[config.mk]
export PLATFORM = sky130hd
export DESIGN_NAME = branch_arbiter
export DESIGN_NICKNAME = d
export VERILOG_FILES = /design/src/rtl/vliw_pkg.sv /design/src/rtl/lane_priority_encoder.sv /design/src/rtl/branch_arbiter.sv
export SDC_FILE = /design/constraint.sdc
export NUM_CORES = 1
export LEC_CHECK = 0
export ABC_AREA = 1
export CORE_MARGIN = 8
export CORE_UTILIZATION = 29
export CTS_BUF_LIST = sky130_fd_sc_hd__clkbuf_4
export CTS_CLUSTER_DIAMETER = 150
export CTS_CLUSTER_SIZE = 14
export DETAILED_ROUTE_END_ITERATION = 8
export PLACE_DENSITY = 0.81
export SYNTH_ARGS = -nofsm -noshare
export SYNTH_HDL_FRONTEND = slang
export SYNTH_SLANG_ARGS = --single-unit
[constraint.sdc]
create_clock -name clk -period 2 [get_ports clk]
set_input_delay 0.4 -clock clk [delete_from_list [all_inputs] [get_ports clk]]
set_output_delay 0.4 -clock clk [all_outputs]
set_load 0.1 [all_outputs]
[src/rtl/vliw_pkg.sv]
`default_nettype none
// vliw_pkg: shared lane/shadow configuration and arbiter state encoding.
// Rev 1.0
package vliw_pkg;

  localparam int NUM_LANES     = 4;
  localparam int SHADOW_CYCLES = 2;

  typedef enum logic [1:0] {
    IDLE   = 2'd0,
    SHADOW = 2'd1,
    HALTED = 2'd2
  } arb_state_t;

endpackage
`default_nettype wire

[src/rtl/lane_priority_encoder.sv]
`default_nettype none
// lane_priority_encoder: any-set flag plus index of the lowest set lane (oldest).
// Rev 1.0
module lane_priority_encoder #(
  parameter int N     = 4,
  parameter int IDX_W = (N > 1) ? $clog2(N) : 1
) (
  input  logic [N-1:0]     vec,
  output logic             valid,
  output logic [IDX_W-1:0] idx
);
  import vliw_pkg::*;

  // Scan from the top down so the lowest set bit is the last one written.
  always_comb begin
    valid = |vec;
    idx   = '0;
    for (int i = N - 1; i >= 0; i--) begin
      if (vec[i]) idx = i[IDX_W-1:0];
    end
  end

endmodule
`default_nettype wire

[src/rtl/branch_arbiter.sv]
`default_nettype none
// branch_arbiter: picks the oldest taken branch per bundle, shadows squashed requests, sticky halt.
// Rev 1.0 -- optional statistics counters enabled by BRANCH_ARBITER_STATS_EN.
module branch_arbiter #(
  parameter int NUM_LANES     = vliw_pkg::NUM_LANES,
  parameter int SHADOW_CYCLES = vliw_pkg::SHADOW_CYCLES
) (
  input  logic                    clk,
  input  logic                    rst,
  input  logic                    stall,
  input  logic [NUM_LANES-1:0]    br_valid,
  input  logic [NUM_LANES*32-1:0] br_target,
  input  logic [NUM_LANES-1:0]    halt_req,
  output logic                    branch_taken,
  output logic [31:0]             new_pc,
  output logic [NUM_LANES-1:0]    dont_squash_exec,
  output logic [NUM_LANES-1:0]    dont_squash_dec,
  output logic                    halt_out,
  output logic                    busy_shadow,
  output logic [31:0]             stat_taken,
  output logic [31:0]             stat_dropped
);
  import vliw_pkg::*;

  localparam int IDX_W = (NUM_LANES > 1) ? $clog2(NUM_LANES) : 1;
  localparam int CNT_W = (SHADOW_CYCLES > 0) ? $clog2(SHADOW_CYCLES + 1) : 1;
  localparam logic [CNT_W-1:0] SHADOW_LOAD = CNT_W'(SHADOW_CYCLES);

  arb_state_t       state_q, state_d;
  logic [CNT_W-1:0] cnt_q, cnt_d;

  logic             br_any, halt_any;
  logic [IDX_W-1:0] br_idx, halt_idx;
  logic             issue;

  lane_priority_encoder #(.N(NUM_LANES), .IDX_W(IDX_W)) u_br_enc (
    .vec   (br_valid),
    .valid (br_any),
    .idx   (br_idx)
  );

  lane_priority_encoder #(.N(NUM_LANES), .IDX_W(IDX_W)) u_halt_enc (
    .vec   (halt_req),
    .valid (halt_any),
    .idx   (halt_idx)
  );

  always_comb begin
    state_d = state_q;
    cnt_d   = cnt_q;
    issue   = 1'b0;
    case (state_q)
      IDLE: begin
        // A halt at or before the oldest branch means that branch is never reached.
        issue = br_any && !(halt_any && (halt_idx <= br_idx));
        if (halt_any) begin
          state_d = HALTED;
        end else if (issue && (SHADOW_CYCLES > 0)) begin
          state_d = SHADOW;
          cnt_d   = SHADOW_LOAD;
        end
      end
      SHADOW: begin
        if (!stall) begin
          cnt_d = cnt_q - 1'b1;
          if (cnt_q == CNT_W'(1)) state_d = IDLE;
        end
      end
      HALTED: begin
        state_d = HALTED;
      end
      default: begin
        state_d = IDLE;
        cnt_d   = '0;
      end
    endcase
  end

  // Input-derived outputs are gated by rst so they read 0 the moment reset asserts.
  always_comb begin
    branch_taken     = rst & issue;
    new_pc           = '0;
    dont_squash_exec = '0;
    if (branch_taken) begin
      new_pc = br_target[int'(br_idx)*32 +: 32];
      for (int i = 0; i < NUM_LANES; i++) begin
        dont_squash_exec[i] = (i < int'(br_idx));
      end
    end
  end

  assign dont_squash_dec = '0;
  assign halt_out        = (state_q == HALTED);
  assign busy_shadow     = (state_q == SHADOW);

  always_ff @(posedge clk or negedge rst) begin
    if (!rst) begin
      state_q <= IDLE;
      cnt_q   <= '0;
    end else begin
      state_q <= state_d;
      cnt_q   <= cnt_d;
    end
  end

`ifdef BRANCH_ARBITER_STATS_EN
  logic [31:0] taken_cnt_q, taken_cnt_d;
  logic [31:0] drop_cnt_q, drop_cnt_d;
  logic        dropped;

  always_comb begin
    dropped     = br_any && ((state_q != IDLE) || !issue);
    taken_cnt_d = taken_cnt_q;
    drop_cnt_d  = drop_cnt_q;
    if (issue && (taken_cnt_q != 32'hFFFF_FFFF)) taken_cnt_d = taken_cnt_q + 32'd1;
    if (dropped && (drop_cnt_q != 32'hFFFF_FFFF)) drop_cnt_d = drop_cnt_q + 32'd1;
  end

  always_ff @(posedge clk or negedge rst) begin
    if (!rst) begin
      taken_cnt_q <= '0;
      drop_cnt_q  <= '0;
    end else begin
      taken_cnt_q <= taken_cnt_d;
      drop_cnt_q  <= drop_cnt_d;
    end
  end

  assign stat_taken   = taken_cnt_q;
  assign stat_dropped = drop_cnt_q;
`else
  assign stat_taken   = '0;
  assign stat_dropped = '0;
`endif

endmodule
`default_nettype wire

==> metrics.txt, run 1 <==
# TYPE chip_impl_metric gauge
chip_impl_metric{name="grt_overflow_total",unit=""} 0
chip_impl_metric{name="io_buffers",unit=""} 176
chip_impl_metric{name="largest_net_degree_at_the_start_of_global_routing",unit=""} 37
chip_impl_metric{name="worst_path_largest_cell_delay",unit="ns"} 0.27
chip_impl_metric{name="drc_errors",unit=""} 0
chip_impl_info{name="top_layer_used",value="met4"} 1
chip_impl_metric{name="dr.first_iter.drc_count",unit=""} 142
chip_impl_metric{name="area_fraction_of_the_dominant_cell_type_after_synthesis",unit="%"} 21.0
chip_impl_metric{name="worst-r2r-cell-count",unit=""} 6
chip_impl_metric{name="yosysSeqAreaShare",unit="%"} 3.88
chip_impl_metric{name="clockBufferDepth",unit=""} 2
chip_impl_metric{name="cp_data_required_time",unit="ns"} 1.60
chip_impl_metric{name="critPathMaxFanout",unit=""} 6
chip_impl_metric{name="clock.fmax",unit="MHz"} 421
chip_impl_metric{name="routed-wl-met2",unit="µm"} 6260
chip_impl_metric{name="ir_drop",unit="mV"} 0.384
chip_impl_info{name="critPathCaptureType",value="primary output"} 1
chip_impl_metric{name="post_drt_via_cell_ratio",unit=""} 4.50
chip_impl_info{name="cell_type_with_the_highest_aggregate_area_in_the_netlist",value="sky130_fd_sc_hd__buf_4"} 1
chip_impl_metric{name="vias_in_the_first_global_route",unit=""} 3552
chip_impl_info{name="synth_top_cells_by_area",value="sky130_fd_sc_hd__buf_4 21%, sky130_fd_sc_hd__nand3_1 19%, sky130_fd_sc_hd__inv_1 15%"} 1
chip_impl_metric{name="final_max_slew_viol_count",unit=""} 0
chip_impl_metric{name="num_vias",unit=""} 3475
chip_impl_metric{name="p_leak",unit="nW"} 2.55
chip_impl_info{name="status",value="complete, but fails checks"} 1
chip_impl_metric{name="postLayoutSetupSlackWorst",unit="ns"} -0.378
chip_impl_info{name="timing.hold.worst.class",value="reg2reg"} 1
chip_impl_info{name="path_cells",value="buf_8 > nor2_4 > nor3_4 > ha_4 > inv_2 > nor2_1 > o21ai_1 > nand2_1 > nand2_4 > buf_12 > nor3_4 > buf_12"} 1
chip_impl_metric{name="global_route_wire_length_before_repair",unit="µm"} 17000
chip_impl_metric{name="chipWidth",unit="µm"} 110
chip_impl_metric{name="timing.clock.skew",unit="ns"} 0.00302
chip_impl_metric{name="netlist_area",unit="µm²"} 2580
chip_impl_info{name="failed_checks",value="setup timing"} 1
chip_impl_info{name="timing.critical_path.to",value="dont_squash_exec[2]"} 1
chip_impl_metric{name="final_nets",unit=""} 809
chip_impl_metric{name="dp_slack",unit="ns"} -0.844
chip_impl_metric{name="timing.critical_path.arrival",unit="ns"} 1.98
chip_impl_metric{name="count_of_antenna_violating_nets_left_after_detailed_routing",unit=""} 0
chip_impl_info{name="ctsRootBufferMaster",value="sky130_fd_sc_hd__clkbuf_4"} 1
chip_impl_metric{name="cts_htree_levels",unit=""} 1
chip_impl_metric{name="wl_cell",unit="µm"} 15.0
chip_impl_metric{name="grt_antenna_before_repair",unit=""} 0
chip_impl_metric{name="met1Wirelength",unit="µm"} 4260
chip_impl_info{name="timing_worst_setup_path_type",value="in2out"} 1
chip_impl_metric{name="diodes",unit=""} 0
chip_impl_metric{name="initial_utilization",unit="%"} 29.7
chip_impl_metric{name="cts.reportedPaths.clkPinSlew",unit="ns"} 0.03
chip_impl_metric{name="avgSynthCellArea",unit="µm²"} 5.34
chip_impl_metric{name="powerDensity",unit="nW/µm²"} 275
chip_impl_metric{name="total_power",unit="W"} 0.00146
chip_impl_metric{name="clock-sinks",unit=""} 4
chip_impl_metric{name="worst_skew_pair.late_latency",unit="ns"} 0.22
chip_impl_metric{name="ys.warnings.count",unit=""} 0
chip_impl_info{name="tritoncts_clock_tree",value="done"} 1
chip_impl_metric{name="synthDistinctLibCells",unit=""} 21
chip_impl_metric{name="cts_buffers",unit=""} 3
chip_impl_metric{name="std_cell_rows",unit=""} 34
chip_impl_metric{name="r2r_setup_slk",unit="ns"} 0.82
chip_impl_metric{name="synth.ff_latch_count",unit=""} 4
chip_impl_metric{name="max-cap-violations",unit=""} 0
chip_impl_metric{name="final.min_clock_period",unit="ns"} 2.38
chip_impl_info{name="worst_setup_path_startpoint",value="halt_req[2]"} 1
chip_impl_metric{name="area_growth",unit="%"} 106
chip_impl_metric{name="final_layout_size_suffix_gt1_share",unit="%"} 21.4
chip_impl_metric{name="place_hpwl",unit="µm"} 9390
chip_impl_metric{name="detail_route.wirelength",unit="µm"} 11600
chip_impl_info{name="start_kind",value="input pin"} 1
chip_impl_metric{name="grt_use_total",unit="%"} 17.2
chip_impl_metric{name="post-route-period-util",unit="%"} 119
chip_impl_metric{name="die-height",unit="µm"} 110
chip_impl_metric{name="cts_hold_buffers",unit=""} 0
chip_impl_info{name="slowest_stage",value="sky130_fd_sc_hd__ha_4"} 1
chip_impl_metric{name="num_io_pins",unit=""} 246
chip_impl_metric{name="first_pass_iters",unit=""} 4
chip_impl_metric{name="netlist_instances",unit=""} 483
chip_impl_metric{name="globalplace.congestion",unit=""} 0.805
chip_impl_info{name="worst_r2r_endpoint",value="state_q[0]$_DFFE_PN0P_"} 1
chip_impl_info{name="r2r_startpoint",value="state_q[0]$_DFFE_PN0P_"} 1
chip_impl_metric{name="die_area",unit="µm²"} 12200
chip_impl_metric{name="met3WireLength",unit="µm"} 988
chip_impl_metric{name="setup-violations-final",unit=""} 36
chip_impl_metric{name="coreArea",unit="µm²"} 8680
chip_impl_info{name="rsz0062_at_grt",value="true"} 1
chip_impl_metric{name="timing_hold_violations_final",unit=""} 0
==> routing by layer <==
layer | vias up | global-route usage [%]
li1 | 1721 | -
met1 | 1597 | 18.5
met2 | 147 | 34.5
met3 | 10 | 3.02
met4 | 0 | 1.71
met5 | - | 0
==> cell usage in the layout, fill, tap and decap left out, drive strengths merged <==
master / instances
clkdlybuf4s50: 130
inv: 108
nand3: 100
nand2: 81
buf: 80
conb: 69
a21oi: 33
nand3b: 32
nor2: 12
dfrtp: 4
nor3: 4
clkbuf: 3
ha: 3
nand4: 2
o21ai: 2
o21bai: 1
clkinvlp: 1
==> logic make-up (layout without fill, tap and decap cells) <==
family	count (synthesis)	count (layout)	synth area share, %
AOI/OAI and AO/OA	36	36	7.09
buffers and inverters	208	322	43.1
and+or+nand+nor	231	231	44.3
other	1	69	0.145
DFF	4	4	3.88
adders and majority gates	3	3	1.46
==> what timing repair did <==
| action | in CTS | in global routing |
|---|---|---|
| setup buffers | 8 | 0 |
| gates resized for setup | 54 | 2 |
| pin swaps | 14 | 0 |
| gates cloned | 2 | 0 |
| setup endpoints to repair | 36 | 36 |
==> worst max-delay path: cells and delay by family <==
| kind | cells | cell delay, ns |
|---|---|---|
| buffers and inverters | 4 | 0.52 |
| AND/OR/NAND/NOR | 6 | 0.72 |
| adder cells (fa/ha/maj) | 1 | 0.27 |
| AO/OA/AOI/OAI | 1 | 0.06 |
==> registers in the layout (all words and copies together) (netlist names) <==
register	flops
cnt_q	2
state_q	2
==> metrics by stage <==
step	instance area, µm²	cells	util [%]	setup TNS (ns)	hold WS [ns]
2_1_floorplan	3350	551	-	-20.90	0.104
6_report	5320	773	61.3	-11.30	0.464
4_1_cts	5310	773	61.2	-11.53	0.466
3_5_place_dp	5150	761	59.4	-28.85	0.459
5_1_grt	5320	773	61.3	-14.11	0.485
3_3_place_gp	5150	761	59.4	-28.20	0.454
==> cell usage after synthesis (all sizes together) <==
master and number:
a21oi 33, buf 96, clkbuf 3, conb 1
dfrtp 4, ha 3, inv 109, nand2 81
nand3 100, nand3b 32, nand4 2, nor2 12
nor3 4, o21ai 2, o21bai 1
==> where the power goes <==
group | internal [W] | switching (W)
sequential | 0.0000814 | 0.00000000314
combinational | 0.000389 | 0.000896
clock | 0.0000667 | 0.0000264
==> worst min path at each step <==
stage                                 startpoint  cells after the start                     end  slack, ns
final                     state_q[0]$_DFFE_PN0P_                      1  state_q[1]$_DFFE_PN0P_       0.46
after global routing      state_q[0]$_DFFE_PN0P_                      1  state_q[1]$_DFFE_PN0P_       0.48
after CTS                 state_q[0]$_DFFE_PN0P_                      1  state_q[1]$_DFFE_PN0P_       0.47
after detailed placement  state_q[0]$_DFFE_PN0P_                      1  state_q[1]$_DFFE_PN0P_       0.46
after global placement    state_q[0]$_DFFE_PN0P_                      1  state_q[1]$_DFFE_PN0P_       0.45
after floorplan                              rst                      0    cnt_q[0]$_DFFE_PN0P_       0.10
==> final cells by class <==
type,instances,area [µm²]
flip-flops and latches,4,100
fillers,781,3360
multi-input cells,339,2110
clock buffers,3,22.5
inverters,109,439
well taps,108,135
repair buffers,210,2510
Note: power is estimated with default switching activity, not from simulation.
==> run 2, diff against run 1 <==
Settings changed: CORE_MARGIN 8 to not set.
==> run 2 against run 1 <==
The run still ends with setup timing left. Maximum frequency rose by 1.2%. Non-clock buffer count did not move. Utilization is 0.37 points higher. Sequential power about the same. Largest cell class unchanged. Largest power group unchanged. Highest routed layer unchanged.
==> metrics.txt, run 2 (synthesis gave the netlist of run 1 again) <==
# TYPE chip_impl_metric gauge
chip_impl_metric{name="clock.fmax",unit="MHz"} 426
chip_impl_metric{name="worst-r2r-cell-count",unit=""} 6
chip_impl_metric{name="r2r_setup_slk",unit="ns"} 0.78
chip_impl_metric{name="diodes",unit=""} 0
chip_impl_info{name="slowest_stage",value="sky130_fd_sc_hd__ha_4"} 1
chip_impl_metric{name="timing_hold_violations_final",unit=""} 0
chip_impl_info{name="rsz0062_at_grt",value="true"} 1
chip_impl_metric{name="cts_hold_buffers",unit=""} 0
chip_impl_info{name="worst_setup_path_startpoint",value="halt_req[3]"} 1
chip_impl_info{name="critPathTopFamily",value="simple AND/OR/NAND/NOR gates"} 1
chip_impl_info{name="start_kind",value="input pin"} 1
chip_impl_metric{name="num_vias",unit=""} 3479
chip_impl_metric{name="combinational_power_share",unit="%"} 87.4
chip_impl_metric{name="placed_cells",unit=""} 762
chip_impl_info{name="timing.critical_path.to",value="new_pc[4]"} 1
chip_impl_info{name="r2r_startpoint",value="state_q[0]$_DFFE_PN0P_"} 1
chip_impl_metric{name="die_area",unit="µm²"} 9270
chip_impl_metric{name="power.share.clock",unit="%"} 7.0
chip_impl_metric{name="io_buffers",unit=""} 176
chip_impl_metric{name="post-route-period-util",unit="%"} 117
chip_impl_metric{name="cts_buffers",unit=""} 3
chip_impl_metric{name="globalplace.congestion",unit=""} 0.776
chip_impl_info{name="layout_commonest_cell",value="sky130_fd_sc_hd__clkdlybuf4s50_1"} 1
chip_impl_metric{name="max-cap-violations",unit=""} 0
chip_impl_info{name="failed_checks",value="setup timing"} 1
chip_impl_metric{name="dr.first_iter.drc_count",unit=""} 57
chip_impl_metric{name="p_sw",unit="W"} 0.000933
chip_impl_metric{name="die-height",unit="µm"} 96.3
chip_impl_metric{name="cts.reportedPaths.clkPinSlew",unit="ns"} 0.04
chip_impl_info{name="timing.hold.worst.class",value="in2async"} 1
chip_impl_metric{name="grt_overflow_total",unit=""} 0
chip_impl_metric{name="area_growth",unit="%"} 108
chip_impl_metric{name="chipWidth",unit="µm"} 96.3
chip_impl_metric{name="worst_skew_pair.late_latency",unit="ns"} 0.24
chip_impl_metric{name="timing.critical_path.arrival",unit="ns"} 1.95
chip_impl_metric{name="postLayoutSetupSlackWorst",unit="ns"} -0.349
chip_impl_metric{name="power_frac_seq",unit="%"} 5.5
chip_impl_metric{name="count_of_antenna_violating_nets_left_after_detailed_routing",unit=""} 0
chip_impl_metric{name="num_io_pins",unit=""} 246
chip_impl_metric{name="critPathMaxFanout",unit=""} 7
chip_impl_info{name="timing_worst_setup_path_type",value="in2out"} 1
chip_impl_metric{name="total_power",unit="W"} 0.00147
chip_impl_metric{name="detail_route.wirelength",unit="µm"} 10000
chip_impl_metric{name="final.min_clock_period",unit="ns"} 2.35
chip_impl_metric{name="clockBufferDepth",unit=""} 2
chip_impl_metric{name="power_report.internal_total",unit="W"} 0.000541
chip_impl_metric{name="final_max_slew_viol_count",unit=""} 0
chip_impl_metric{name="clock-sinks",unit=""} 4
chip_impl_metric{name="setup-violations-final",unit=""} 36
chip_impl_metric{name="powerDensity",unit="nW/µm²"} 276
chip_impl_info{name="tritoncts_clock_tree",value="done"} 1
chip_impl_metric{name="final_nets",unit=""} 809
chip_impl_metric{name="cp_data_required_time",unit="ns"} 1.60
chip_impl_metric{name="std_cell_rows",unit=""} 34
chip_impl_info{name="layout.cells.most_common_list",value="130 x sky130_fd_sc_hd__clkdlybuf4s50_1, 101 x sky130_fd_sc_hd__inv_1, 99 x sky130_fd_sc_hd__nand3_1"} 1
chip_impl_metric{name="drc_errors",unit=""} 0
chip_impl_metric{name="wl_cell",unit="µm"} 12.9
chip_impl_metric{name="post_drt_via_cell_ratio",unit=""} 4.50
chip_impl_metric{name="grt_antenna_before_repair",unit=""} 0
chip_impl_metric{name="first_pass_iters",unit=""} 6
chip_impl_info{name="worst_r2r_endpoint",value="state_q[0]$_DFFE_PN0P_"} 1
chip_impl_metric{name="initial_utilization",unit="%"} 29.7
chip_impl_info{name="ctsRootBufferMaster",value="sky130_fd_sc_hd__clkbuf_4"} 1
chip_impl_info{name="critPathMostFrequentCell",value="sky130_fd_sc_hd__buf_12"} 1
chip_impl_metric{name="grt_use_total",unit="%"} 20.5
chip_impl_metric{name="global_route_wire_length_before_repair",unit="µm"} 14800
chip_impl_metric{name="cts_htree_levels",unit=""} 1
chip_impl_info{name="critPathCaptureType",value="primary output"} 1
chip_impl_metric{name="post_layout_instance_count_excluding_filler_cells",unit=""} 773
chip_impl_metric{name="crit_cells",unit=""} 12
chip_impl_metric{name="crit_buf_inv",unit=""} 4
chip_impl_metric{name="worst_path_largest_cell_delay",unit="ns"} 0.27
chip_impl_metric{name="coreArea",unit="µm²"} 8680
chip_impl_metric{name="num-fill-cells",unit=""} 763
chip_impl_metric{name="final_layout_size_suffix_gt1_share",unit="%"} 21.8
chip_impl_metric{name="vias_in_the_first_global_route",unit=""} 3199
chip_impl_metric{name="place_hpwl",unit="µm"} 7680
chip_impl_metric{name="power.switching_fraction",unit="%"} 63.3
chip_impl_info{name="status",value="complete, but fails checks"} 1
chip_impl_metric{name="p_leak",unit="nW"} 2.54
chip_impl_info{name="top_regs",value="cnt_q: 2 flops, state_q: 2 flops"} 1
chip_impl_metric{name="ir_drop",unit="mV"} 0.390
chip_impl_metric{name="timing.clock.skew",unit="ns"} 0.00828
chip_impl_info{name="path_cells",value="buf_8 > nor2_4 > nor3_4 > ha_4 > inv_2 > nor2_2 > o21ai_2 > nand2_2 > nand2_8 > buf_12 > a21oi_4 > buf_12"} 1
chip_impl_metric{name="largest_net_degree_at_the_start_of_global_routing",unit=""} 65
-- run 2: how the worst min path moves through the flow --
stage                                 startpoint                endpoint  cells after the start  slack (ns)
after floorplan                              rst    cnt_q[0]$_DFFE_PN0P_                      0        0.10
after CTS                                    rst  state_q[1]$_DFFE_PN0P_                      2        0.45
after detailed placement  state_q[0]$_DFFE_PN0P_  state_q[1]$_DFFE_PN0P_                      1        0.47
after global routing                         rst  state_q[0]$_DFFE_PN0P_                      2        0.47
after global placement    state_q[0]$_DFFE_PN0P_  state_q[1]$_DFFE_PN0P_                      1        0.45
final                                        rst  state_q[1]$_DFFE_PN0P_                      2        0.46
-- run 2: stage by stage --
step / setup TNS [ns] / utilization [%] / instance area (µm²) / hold WS, ns / setup WS [ns]
after floorplan: -20.90 / - / 3350 / 0.104 / -0.686
after global placement: -27.97 / 59.2 / 5130 / 0.452 / -0.811
after detailed placement: -28.43 / 59.2 / 5130 / 0.468 / -0.819
after CTS: -11.96 / 60.8 / 5280 / 0.447 / -0.363
after global routing: -14.24 / 61.6 / 5350 / 0.472 / -0.427
final: -11.52 / 61.6 / 5350 / 0.456 / -0.349
-- run 2: power groups by stage --
stage / clock, W / sequential (W) / combinational [W]
after floorplan: 0 / 0.0000824 / 0.00102
after global placement: 0 / 0.0000824 / 0.00123
after detailed placement: 0 / 0.0000824 / 0.00125
after CTS: 0.000111 / 0.0000813 / 0.00126
after global routing: 0.000115 / 0.0000813 / 0.00137
final: 0.000104 / 0.0000814 / 0.00129
-- run 2: per-layer routing --
metal  up-vias  share of wire [%]  track usage, %
met5         -                  0               0
met4         0                2.3            5.85
met2       151                 55            41.4
met3        16                6.8            2.84
li1       1719                  -               -
met1      1593                 36            21.4
-- run 2: area by class of cell --
cell class | count | area, µm² | share of cell area, %
clock buffer | 3 | 22.5 | 0.421
inverter | 109 | 442 | 8.26
multi-input combinational | 339 | 2140 | 39.9
sequential | 4 | 100 | 1.87
tap | 108 | 135 | 2.53
timing repair buffer | 210 | 2510 | 47.0
-- run 2: worst register-to-register path, cell delays in order, from the launching register on --
cell	delay, ns
sky130_fd_sc_hd__dfrtp_1	0.38
sky130_fd_sc_hd__inv_1	0.07
sky130_fd_sc_hd__buf_4	0.15
sky130_fd_sc_hd__nor2_2	0.16
sky130_fd_sc_hd__o21ai_0	0.16
sky130_fd_sc_hd__nand4_1	0.12
sky130_fd_sc_hd__nand2_1	0.06
-- run 2: what timing repair did --
item / CTS / global route
buffers inserted: 7 / 1
setup endpoints to repair: 36 / 36
resized for setup: 54 / 18
cloned: 2 / 0
pin swaps: 14 / 14
==> run 3, diff against run 2 <==
Settings changed: PLACE_DENSITY 0.81 to 0.85.
==> run 3 against run 2 <==
The run still ends with setup timing left. Design area rose by 1.1%. Via count up 0.11%. Critical path depth grew 1. Combinational power barely moved. Register-to-register slack better by 0.03 ns. Highest routed layer unchanged.
==> metrics.txt, run 3 (synthesis gave the netlist of run 1 again) <==
# TYPE chip_impl_metric gauge
chip_impl_info{name="status",value="complete, but fails checks"} 1
chip_impl_info{name="failed_checks",value="setup timing"} 1
chip_impl_metric{name="io_buffers",unit=""} 176
chip_impl_metric{name="vias_in_the_first_global_route",unit=""} 3236
chip_impl_metric{name="coreArea",unit="µm²"} 8680
chip_impl_metric{name="drc_errors",unit=""} 0
chip_impl_metric{name="grt_antenna_before_repair",unit=""} 0
chip_impl_info{name="layout_commonest_cell",value="sky130_fd_sc_hd__clkdlybuf4s50_1"} 1
chip_impl_metric{name="chipWidth",unit="µm"} 96.3
chip_impl_metric{name="multi_input_area",unit="µm²"} 2130
chip_impl_metric{name="count_of_antenna_violating_nets_left_after_detailed_routing",unit=""} 0
chip_impl_metric{name="dr.first_iter.drc_count",unit=""} 79
chip_impl_metric{name="r2r_setup_slk",unit="ns"} 0.81
chip_impl_metric{name="initial_utilization",unit="%"} 29.7
chip_impl_metric{name="cts_buffers",unit=""} 3
chip_impl_metric{name="final_cell_area",unit="µm²"} 5410
chip_impl_info{name="start_kind",value="input pin"} 1
chip_impl_metric{name="cp_data_required_time",unit="ns"} 1.60
chip_impl_metric{name="placed_cells",unit=""} 759
chip_impl_metric{name="final.min_clock_period",unit="ns"} 2.40
chip_impl_metric{name="postLayoutSetupSlackWorst",unit="ns"} -0.403
chip_impl_metric{name="finalSetupTns",unit="ns"} -12.76
chip_impl_metric{name="worst-slew-pin-transition",unit="ns"} 0.507
chip_impl_metric{name="place_hpwl",unit="µm"} 7650
chip_impl_info{name="path_cells",value="buf_6 > nor2_4 > nor3_4 > ha_4 > inv_4 > nor2_4 > o21ai_2 > nand2_4 > nand2_8 > buf_12 > buf_12 > a21oi_4 > buf_12"} 1
chip_impl_metric{name="grt_overflow_total",unit=""} 0
chip_impl_metric{name="ff_latch_area",unit="µm²"} 100
chip_impl_metric{name="clockBufferDepth",unit=""} 2
chip_impl_metric{name="num-fill-cells",unit=""} 743
chip_impl_metric{name="grt_use_total",unit="%"} 20.2
chip_impl_info{name="r2r_startpoint",value="state_q[0]$_DFFE_PN0P_"} 1
chip_impl_info{name="critPathMostFrequentCell",value="sky130_fd_sc_hd__buf_12"} 1
chip_impl_info{name="timing.hold.worst.class",value="in2async"} 1
chip_impl_info{name="tritoncts_clock_tree",value="done"} 1
chip_impl_metric{name="final_max_slew_viol_count",unit=""} 0
chip_impl_metric{name="largest_net_degree_at_the_start_of_global_routing",unit=""} 66
chip_impl_metric{name="timing_hold_violations_final",unit=""} 0
chip_impl_metric{name="timing.clock.skew",unit="ns"} 0.000439
chip_impl_metric{name="cts.reportedPaths.clkPinSlew",unit="ns"} 0.03
chip_impl_metric{name="slew-limit-headroom",unit="%"} 66.2
chip_impl_metric{name="post_layout_instance_count_excluding_filler_cells",unit=""} 775
chip_impl_metric{name="final_nets",unit=""} 811
chip_impl_metric{name="cts_hold_buffers",unit=""} 0
chip_impl_metric{name="die_area",unit="µm²"} 9270
chip_impl_info{name="slowest_stage",value="sky130_fd_sc_hd__ha_4"} 1
chip_impl_metric{name="num_io_pins",unit=""} 246
chip_impl_info{name="layout.cells.most_common_list",value="130 x sky130_fd_sc_hd__clkdlybuf4s50_1, 101 x sky130_fd_sc_hd__inv_1, 99 x sky130_fd_sc_hd__nand3_1"} 1
chip_impl_metric{name="post_drt_via_cell_ratio",unit=""} 4.49
chip_impl_metric{name="setup-violations-final",unit=""} 36
chip_impl_info{name="critPathCaptureType",value="primary output"} 1
chip_impl_metric{name="std_cell_rows",unit=""} 34
chip_impl_metric{name="final_layout_size_suffix_gt1_share",unit="%"} 22.0
chip_impl_metric{name="dpl_cell_area",unit="µm²"} 5120
chip_impl_info{name="top_regs",value="cnt_q: 2 flops, state_q: 2 flops"} 1
chip_impl_metric{name="num_vias",unit=""} 3483
chip_impl_metric{name="diodes",unit=""} 0
chip_impl_info{name="rsz0062_at_grt",value="true"} 1
chip_impl_metric{name="global_route_wire_length_before_repair",unit="µm"} 14900
chip_impl_metric{name="max-cap-violations",unit=""} 0
chip_impl_metric{name="detail_route.wirelength",unit="µm"} 10100
chip_impl_info{name="ctsRootBufferMaster",value="sky130_fd_sc_hd__clkbuf_4"} 1
chip_impl_metric{name="clock-sinks",unit=""} 4
chip_impl_metric{name="die-height",unit="µm"} 96.3
chip_impl_metric{name="ir_drop",unit="mV"} 0.404
chip_impl_metric{name="p_leak",unit="nW"} 2.58
chip_impl_metric{name="wl_cell",unit="µm"} 13.1
chip_impl_metric{name="post-route-period-util",unit="%"} 120
chip_impl_metric{name="worst-r2r-cell-count",unit=""} 6
chip_impl_metric{name="timing.critical_path.arrival",unit="ns"} 2.00
chip_impl_metric{name="clock.fmax",unit="MHz"} 416
chip_impl_info{name="timing_worst_setup_path_type",value="in2out"} 1
chip_impl_metric{name="critPathMaxFanout",unit=""} 6
chip_impl_metric{name="worst_skew_pair.late_latency",unit="ns"} 0.22
chip_impl_metric{name="worst_path_largest_cell_delay",unit="ns"} 0.29
chip_impl_metric{name="hold_ws",unit="ns"} 0.466
chip_impl_metric{name="cts_htree_levels",unit=""} 1
chip_impl_metric{name="area_growth",unit="%"} 110
chip_impl_metric{name="final_core_util",unit="%"} 62.3
chip_impl_metric{name="powerDensity",unit="nW/µm²"} 271
chip_impl_info{name="worst_r2r_endpoint",value="state_q[0]$_DFFE_PN0P_"} 1
chip_impl_metric{name="globalplace.congestion",unit=""} 0.827
chip_impl_metric{name="first_pass_iters",unit=""} 6
## run 3: cell types whose count changed in the layout (fill, tap and decap cells not counted), moves of 2 or more
cell / previous run / this run
sky130_fd_sc_hd__buf_4: 24 / 19
sky130_fd_sc_hd__nand2_4: 3 / 6
sky130_fd_sc_hd__buf_6: 9 / 13
sky130_fd_sc_hd__inv_4: 3 / 5
sky130_fd_sc_hd__nor2_2: 5 / 3
sky130_fd_sc_hd__buf_12: 42 / 44
## run 3: power by group
group          total (W)  internal, W  switching (W)  leakage [nW]
Combinational    0.00130     0.000394       0.000901          2.52
Clock          0.0000918    0.0000666      0.0000252        0.0138
Sequential     0.0000815    0.0000815  0.00000000369        0.0507
## run 3: worst max-delay path, delay by kind of cell
kind | cells | cell delay (ns)
simple gates | 5 | 0.45
fa+ha+maj | 1 | 0.29
compound gates | 2 | 0.24
buf+inv | 5 | 0.61
## run 3: per-stage QoR
stage          setup slack [ns]  total power [W]
2_1_floorplan            -0.686          0.00110
3_3_place_gp             -0.818          0.00131
3_5_place_dp             -0.849          0.00133
4_1_cts                  -0.363          0.00146
5_1_grt                  -0.439          0.00156
6_report                 -0.403          0.00147
## run 3: metal layers
metal  share of wire [%]  routed length (µm)  track usage (%)
met1                  37                3780             22.5
met5                   0                   0                0
met2                  56                5640             41.1
met3                 5.2                 527             1.18
met4                 1.7                 176             4.48
## run 3: worst max-delay path by stage
stage	from	end	cells after the start
floorplan	br_valid[2]	dont_squash_exec[2]	13
global placement	br_valid[2]	dont_squash_exec[2]	14
detailed placement	br_valid[2]	dont_squash_exec[2]	14
CTS	halt_req[2]	new_pc[23]	13
global route	br_valid[1]	new_pc[23]	13
finish	halt_req[3]	new_pc[23]	13
## run 3: cell type report
class	instances	area share [%]
inverter	109	8.16
clock buffer	3	0.416
tap	108	2.50
multi-input combinational	339	39.5
timing repair buffer	212	47.6
sequential	4	1.85
## run 3: timing repair
action / 4_1_cts / 5_1_grt
pin swaps: 14 / 7
setup buffers: 13 / 1
gates resized for setup: 64 / 10
setup endpoints to repair: 38 / 36
gates cloned: 3 / 0
